==> src/rtl/dma_ib_arbiter.sv <==
// dma_ib_arbiter: round-robin arbiter that merges NSRC 64-bit beat streams
// into one inbound DMA stream. Frames longer than MAX_BEATS are cut short
// with an error-flagged last beat, and the rest of the frame is drained.
module dma_ib_arbiter #(
    parameter int NSRC      = 2,
    parameter int MAX_BEATS = 4096
) (
    input  logic                 dmaClk,
    input  logic                 dmaRst,
    input  logic [NSRC-1:0]      src_enable,
    input  logic [NSRC-1:0]      src_valid,
    input  logic [64*NSRC-1:0]   src_data,
    input  logic [NSRC-1:0]      src_last,
    output logic [NSRC-1:0]      src_ready,
    output logic                 dma_valid,
    output logic [63:0]          dma_data,
    output logic                 dma_last,
    output logic [7:0]           dma_dest,
    output logic                 dma_err,
    input  logic                 dma_ready,
    output logic                 arb_busy,
    output logic [16*NSRC-1:0]   frame_count,
    output logic [15:0]          trunc_count
);

    localparam int GW = (NSRC > 1) ? $clog2(NSRC) : 1;
    localparam int BW = (MAX_BEATS > 1) ? $clog2(MAX_BEATS) : 1;
    localparam logic [BW-1:0] LAST_BEAT = BW'(MAX_BEATS - 1);

    localparam logic [1:0] IDLE   = 2'd0;
    localparam logic [1:0] STREAM = 2'd1;
    localparam logic [1:0] FLUSH  = 2'd2;

    logic [1:0]    state_q, state_d;
    logic [GW-1:0] grant_q, grant_d;
    logic [GW-1:0] last_grant_q, last_grant_d;
    logic [BW-1:0] beat_cnt_q, beat_cnt_d;
    logic [15:0]   frame_cnt_q [NSRC];
    logic [15:0]   trunc_cnt_q;

    logic [63:0]   dataArr [NSRC];
    logic [NSRC-1:0] req;
    logic [GW-1:0] pickIdx;
    int            bestDist;
    logic          atMax;
    logic          accept;
    logic          frameInc;
    logic          truncInc;

    // Unpack the flat source data bus and expose the per-source counters.
    for (genvar i = 0; i < NSRC; i++) begin : g_unpack
        assign dataArr[i]              = src_data[64*i +: 64];
        assign frame_count[16*i +: 16] = frame_cnt_q[i];
    end

    assign req         = src_valid & src_enable;
    assign trunc_count = trunc_cnt_q;
    assign arb_busy    = !dmaRst && (state_q != IDLE);

    // Round-robin pick: the requester nearest above last_grant (with wrap) wins.
    always_comb begin
        bestDist = NSRC;
        pickIdx  = '0;
        for (int i = 0; i < NSRC; i++) begin
            if (req[i] && (((i + 2*NSRC - 1 - int'(last_grant_q)) % NSRC) < bestDist)) begin
                bestDist = (i + 2*NSRC - 1 - int'(last_grant_q)) % NSRC;
                pickIdx  = GW'(i);
            end
        end
    end

    // Combinational pass-through of the granted source; everything is quiet while in reset or IDLE.
    always_comb begin
        src_ready = '0;
        dma_valid = 1'b0;
        dma_data  = '0;
        dma_last  = 1'b0;
        dma_dest  = '0;
        dma_err   = 1'b0;
        accept    = 1'b0;
        atMax     = (beat_cnt_q == LAST_BEAT);
        if (!dmaRst) begin
            case (state_q)
                STREAM: begin
                    dma_valid          = src_valid[grant_q];
                    dma_data           = dataArr[grant_q];
                    dma_dest           = 8'(grant_q);
                    src_ready[grant_q] = dma_ready;
                    accept             = dma_valid && dma_ready;
                    dma_last           = dma_valid && (src_last[grant_q] || atMax);
                    dma_err            = dma_valid && atMax;
                end
                FLUSH: begin
                    src_ready[grant_q] = 1'b1;
                end
                default: ;
            endcase
        end
    end

    // Next-state logic: grant in IDLE, count beats in STREAM, drain the tail of a cut frame in FLUSH.
    always_comb begin
        state_d      = state_q;
        grant_d      = grant_q;
        last_grant_d = last_grant_q;
        beat_cnt_d   = beat_cnt_q;
        frameInc     = 1'b0;
        truncInc     = 1'b0;
        case (state_q)
            IDLE: begin
                if (|req) begin
                    grant_d      = pickIdx;
                    last_grant_d = pickIdx;
                    beat_cnt_d   = '0;
                    state_d      = STREAM;
                end
            end
            STREAM: begin
                if (accept) begin
                    beat_cnt_d = beat_cnt_q + BW'(1);
                    if (atMax) begin
                        truncInc = 1'b1;
                        if (src_last[grant_q]) begin
                            frameInc = 1'b1;
                            state_d  = IDLE;
                        end else begin
                            state_d  = FLUSH;
                        end
                    end else if (src_last[grant_q]) begin
                        frameInc = 1'b1;
                        state_d  = IDLE;
                    end
                end
            end
            FLUSH: begin
                if (src_valid[grant_q] && src_last[grant_q]) begin
                    frameInc = 1'b1;
                    state_d  = IDLE;
                end
            end
            default: state_d = IDLE;
        endcase
    end

    // State, grant and beat-counter registers.
    always_ff @(posedge dmaClk) begin
        if (dmaRst) begin
            state_q      <= IDLE;
            grant_q      <= '0;
            last_grant_q <= GW'(NSRC - 1);
            beat_cnt_q   <= '0;
        end else begin
            state_q      <= state_d;
            grant_q      <= grant_d;
            last_grant_q <= last_grant_d;
            beat_cnt_q   <= beat_cnt_d;
        end
    end

    // Per-source completed-frame counters (wrap) and saturating truncation counter.
    always_ff @(posedge dmaClk) begin
        if (dmaRst) begin
            for (int i = 0; i < NSRC; i++) frame_cnt_q[i] <= '0;
            trunc_cnt_q <= '0;
        end else begin
            for (int i = 0; i < NSRC; i++) begin
                if (frameInc && (grant_q == GW'(i))) frame_cnt_q[i] <= frame_cnt_q[i] + 16'd1;
            end
            if (truncInc && (trunc_cnt_q != 16'hFFFF)) trunc_cnt_q <= trunc_cnt_q + 16'd1;
        end
    end

endmodule

==> config.mk <==
export PLATFORM = sky130hd
export DESIGN_NAME = dma_ib_arbiter
export DESIGN_NICKNAME = d
export VERILOG_FILES = /design/src/rtl/dma_ib_arbiter.sv
export SDC_FILE = /design/constraint.sdc
export NUM_CORES = 1
export LEC_CHECK = 0
export CAP_MARGIN = 20
export CORE_AREA = 2 2 106 108
export DETAILED_ROUTE_END_ITERATION = 8
export DIE_AREA = 0 0 108 110
export GPL_TIMING_DRIVEN = 0
export PLACE_DENSITY_LB_ADDON = 0.1
export SLEW_MARGIN = 20
export SYNTH_ARGS = -nofsm -noshare
export SYNTH_HDL_FRONTEND = slang
export SYNTH_SLANG_ARGS = --single-unit
export TNS_END_PERCENT = 50
==> constraint.sdc <==
create_clock -name dmaClk -period 4.91 [get_ports dmaClk]
set_input_delay 0.7365 -clock dmaClk [delete_from_list [all_inputs] [get_ports dmaClk]]
set_output_delay 0.7365 -clock dmaClk [all_outputs]
set_load 0.02 [all_outputs]
# ---- After elaboration in Yosys (flattened, before gate mapping)
# Memories as Yosys holds them, arrays and structs flattened.
# Index checks and enable logic that the tools add are counted.
dict set report word_totals {
  register_bits 32
  ram_bits 32
  input_bits 137
  out_inout_bits 126
  wordCells 105
  n_memories 1
}
# memory words width read_ports rd_clocked_by_memory_dff wr line_no
set memory_table {}
lappend memory_table {frame_cnt_q 2 16 2 0 2 38} ;# logic [15:0] frame_cnt_q [NSRC];
dict set report classes {
  n_addsub 6
  n_lt_le_gt_ge 5
  n_eq_ne 8
  muxes 52
  bitwise 8
  n_reduce_logical 20
}
# op count
set op_table {}
lappend op_table {{64-bit 2-to-1 mux} 5}
lappend op_table {{16-bit by 1-bit adder with 16-bit output, second input constant} 3}
lappend op_table {{2-bit by 32-bit less-than comparator with 1-bit output} 1}
lappend op_table {{16-bit 2-to-1 mux} 2}
lappend op_table {{32-bit 2-to-1 mux} 1}
lappend op_table {{1-bit 2-to-1 mux} 30}
lappend op_table {{12-bit 2-to-1 mux} 2}
lappend op_table {{12-bit one-hot mux with 2 select lines} 1}
lappend op_table {{16-bit inequality test, second input constant} 1}
lappend op_table {{2-bit 2-to-1 mux} 7}
lappend op_table {{12-bit by 1-bit adder with 12-bit output, second input constant} 1}
lappend op_table {{12-bit equality test, second input constant} 1}
lappend op_table {{1-bit logical AND} 11}
lappend op_table {{2-bit inequality test, second input constant} 3}
lappend op_table {{2-bit one-hot mux with 3 select lines} 1}
lappend op_table {{2-bit AND} 2}
lappend op_table {{2-bit one-hot mux with 2 select lines} 1}
lappend op_table {{4-bit AND reduction} 1}
lappend op_table {{2-bit nonzero test} 2}
lappend op_table {{3-bit by 1-bit subtractor with 4-bit output, first input constant} 1}
lappend op_table {{2-bit by 3-bit less-than comparator with 1-bit output, second input constant} 1}
lappend op_table {{3-bit inequality test, second input constant} 1}
lappend op_table {{3-bit AND reduction} 1}
lappend op_table {{2-bit by 1-bit subtractor with 3-bit output, first input constant} 1}
lappend op_table {{other kinds (16)} 18}

# ---- Logic depth before layout (Yosys ltp)
dict set report logic_depth {
  ltp_word 12
  mapped_depth 9
  depth_no_buf 7
}

# ---- Worst setup path before layout
# OpenSTA, ideal clock, no wires.
dict set report synth_timing {
  path_type {register to register}
  startpoint {reg grant_q}
  endpoint {mem frame_cnt_q[1][0], in the netlist frame_cnt_q[0][16], enable pin}
  setup_time_ns 0.411
  t_arrival_ns 2.612
  required_ns 4.499
  slack_ns 1.887
  path_stages_with_launch 6
  path_buffers 3
  period_less_slack_ns 3.023
  cell_sequence {dfxtp_1 buf_2 buf_1 buf_1 inv_1 o21ai_0}
}
# item line_no
set synth_lines {}
lappend synth_lines {{start, declared} 35} ;# logic [GW-1:0] grant_q, grant_d;
lappend synth_lines {{start signal, assigned} 154} ;# grant_q <= grant_d;
lappend synth_lines {{end, declared} 38}

# ---- Worst setup path in the final report
dict set report layout_timing {
  startpoint {reg grant_q}
  endpoint {out dma_dest[0]}
}
dict set report layout_between {
  elab_chain_cells 2
}
# item line_no
set layout_rtl {}
lappend layout_rtl {{1-bit 2-to-1 mux} 83} ;# case (state_q)
lappend layout_rtl {{1-bit 2-to-1 mux} 82} ;# if (!dmaRst) begin
lappend layout_rtl {{end, declared} 18} ;# output logic [7:0] dma_dest,
# No other way between the ends.

==> parameters.txt <==
Parameter                              Value

Route
  Final routed wire length divided by cell count    18.17 um
  Total wire length after detailed routing    16.84 mm
  Starting DRT DRC Count    397
  Detailed-routing iteration count for the pre-antenna-repair pass    5
  Remaining antenna violation count after routing    0
  # DRC    0
  Total via count after detailed routing    4845
  Via-per-instance ratio    5.227

Setup path
  Cells on worst reg2reg path    6
  Capturing instance or port of the critical path    dma_dest[0]
  Sort of element at the end of the critical path    output pin
  Setup crit start kind    flop
  Worst path arrival time    3080 ps
  Launch point of the critical path    grant_q
  Capture instance of the worst register-to-register path    frame_cnt_q[0][23]
  Maximum net fanout on the critical path    10
  R2R Setup Slk    between 2000 and 2500 ps
  Setup CP Type    flop to output pin
  Launching point of the worst reg2reg path    grant_q
  Critical Path RT    about 4200 ps

Logic synthesis
  Dominant synthesized flop cell    edfxtp_1
  Compound-Gate Fraction of Synth Area    6.406%
  Multiplexer area fraction after synthesis    16.32%
  Simple-gate share of the synthesized area    approximately 25%
  Post-synthesis cell type count    43
  Fraction of the yosys area taken by sequential cells    37.10%
  Netlist area before placement    4317 um2
  Synth Area per Inst    8.464 um2
  Arithmetic-cell share of the synthesized area counting full adders, half adders and majority gates    2.029%
  Number of flip-flops and latches in the synthesized netlist    64
  Post-synthesis share of cell area spent on xor and xnor gates    8.116%
  Number of enable flip-flop cells after synthesis    32
  FFs w/ async S/R, synth    0%
  Count of mapped cells out of synthesis    510
  Number of synthesis warnings    0
  Main combinational cell family by area after synthesis    simple AND/OR/NAND/NOR gates

Timing
  Final worst-path setup slack    between 1000 and 1500 ps
  Final number of max-transition violations    0
  Fmax    0.2620 GHz
  RSZ-0062 raised after global routing    false
  Final cycle utilization of the critical path    77.74%
  Relative slew slack    42.13%
  Total negative slack    0 ps
  Final period demand of the worst path    3817 ps
  Count of final setup violators    0
  Final hold violations    0
  Worst setup skew after layout    11.07 ps
  Transition time at the pin with the least slew margin    868.0 ps

Clock network
  Clock Latency Late Sink    around 350 ps
  Number of clock sinks    64
  Largest buffer count on any clock path    2
  H-tree depth    3
  Number of buffers created by CTS    9
  Total of hold buffers inserted after clock tree synthesis    0
  Reg clk slew, reported paths    approximately 70 ps
  TritonCTS clock tree    built
  Post-cts sizing count    0
  Clock root cell    clkbuf_8
  Post-CTS setup-driven buffer insertion count    0

Floorplan
  Number of placed I/O pins    ~260
  Starting density of the core    40.35%
  CORE AREA    10700 um2
  X dimension of the die    roughly 110 um
  Floorplan die area    between 10000 and 15000 um2
  Height of the chip    110 um
  FP Rows    38

Layout
  Most frequent standard cell in the layout excluding fill and tap cells    clkdlybuf4s50_1
  Leading cell types in the layout, fill and taps excluded    clkdlybuf4s50_1 (254), nor2_1 (126), mux2i_1 (67)
  Area Overhead vs Synth    69.25%
  # nets final    926
  Share of the core filled with cells in the final layout    68.29%
  Fill cells    892
  Antenna fix cells    0
  Fraction of final layout cells sized beyond drive strength 1    4.320%

Pwr
  Total power of the final layout    1661 uW
  Peak VDD IR    147.8 uV
  Ratio of total power to cell area    227.3 nW/um2
  Lkg Pwr    0.002502 uW

Status
  Status    complete, no violations

GRT
  Global-route wire length before repair    25.01 mm
  All-Layer GR Usage    between 20% and 30%
  Largest net degree at the start of global routing    17
  Initial antenna violation count    0
  Total congestion overflow after global routing    0
  Vias in the first global route    4672

Flow run
  Number of max-cap violations    0

Placement
  Count of input and output buffers    254
  Post-Place Setup Slack    1158 ps
  Routability-driven placement congestion ratio    0.8518
  Detailed placement HPWL    13.81 mm

Hold path
  Type of the tightest min-delay check    flop to flop
-- area by class of cell --
type | instances | area (um2) | area share (%)
Timing Repair Buffer | 255 | 2554 | 34.95
Sequential cell | 64 | 1602 | 21.92
Tap cell | 140 | 175.2 | 2.398
Clock inverter | 6 | 92.59 | 1.267
Multi-Input combinational cell | 408 | 2551 | 34.92
Clock buffer | 10 | 137.6 | 1.884
Buffer | 33 | 152.6 | 2.089
Inverter | 11 | 41.29 | 0.5652
-- worst min-delay path by stage --
| stage | startpoint | to | slack [ps] | depth (start not counted) |
|---|---|---|---|---|
| 2_1_floorplan | beat_cnt_q[1] | beat_cnt_q[1] | 450 | 2 |
| 3_5_place_dp | beat_cnt_q[1] | beat_cnt_q[1] | 480 | 2 |
| 3_3_place_gp | beat_cnt_q[1] | beat_cnt_q[1] | 460 | 2 |
| 5_1_grt | beat_cnt_q[1] | beat_cnt_q[1] | 530 | 2 |
| 6_report | beat_cnt_q[1] | beat_cnt_q[1] | 490 | 2 |
| 4_1_cts | beat_cnt_q[1] | beat_cnt_q[1] | 490 | 2 |
-- flip-flops by register name (all words and copies together) (netlist names) --
signal and cells:
trunc_count 16, grant_q 1, state_q 2, beat_cnt_q 12, frame_cnt_q 32, last_grant_q 1
-- power by group --
group | switching [uW] | internal, uW | total [uW]
clock | 220 | 301 | 522
combinational | 278 | 270 | 548
sequential | 16.8 | 575 | 591
total | 515 | 1150 | 1660
-- worst max-delay path, cell delays in order (launching register included) --
cell,delay (ps)
dfxtp_1,320
buf_2,220
buf_1,560
buf_1,600
inv_1,210
nor2_1,170
clkdlybuf4s50_1,650
-- per-stage QoR --
stage               area [um2]  std cells  hold slack [ps]
detailed placement        7076        911            483.7
floorplan                 4339        516            449.4
global route              7306        927            533.3
finish                    7306        927            492.8
CTS                       7306        927            492.7
global placement          7057        910            460.7
-- kinds of logic (layout without fill, tap and decap cells) --
kind of cell,count (synthesis),in the layout
buf+inv,44,315
mux,70,70
other cells,1,7
flops,64,64
fa+ha+maj,7,7
simple gates,238,238
compound gates,46,46
xor+xnor,40,40
-- Yosys cell counts (all sizes together) (13+ instances only) --
master | instances | area, um2
a21oi | 18 | 90.09
buf | 20 | 103.9
clkbuf | 13 | 48.80
dfxtp | 32 | 640.6
edfxtp | 32 | 960.9
mux2i | 67 | 670.6
nand2 | 24 | 90.09
nand3 | 31 | 155.2
nand4 | 14 | 87.58
nor2 | 126 | 473.0
xnor2 | 14 | 122.6
xor2 | 26 | 227.7
-- per-layer routing --
metal  wire (um)  up-vias  share of wire, %  track usage, %
li1            -     2326                 -               -
met1        7115     2314                42           35.84
met2        8140      188                48           45.91
met3        1357       17               8.1           8.348
met4         227        0               1.3           6.044
met5           0        -                 0               0
Power figures use the tool's default switching activity.
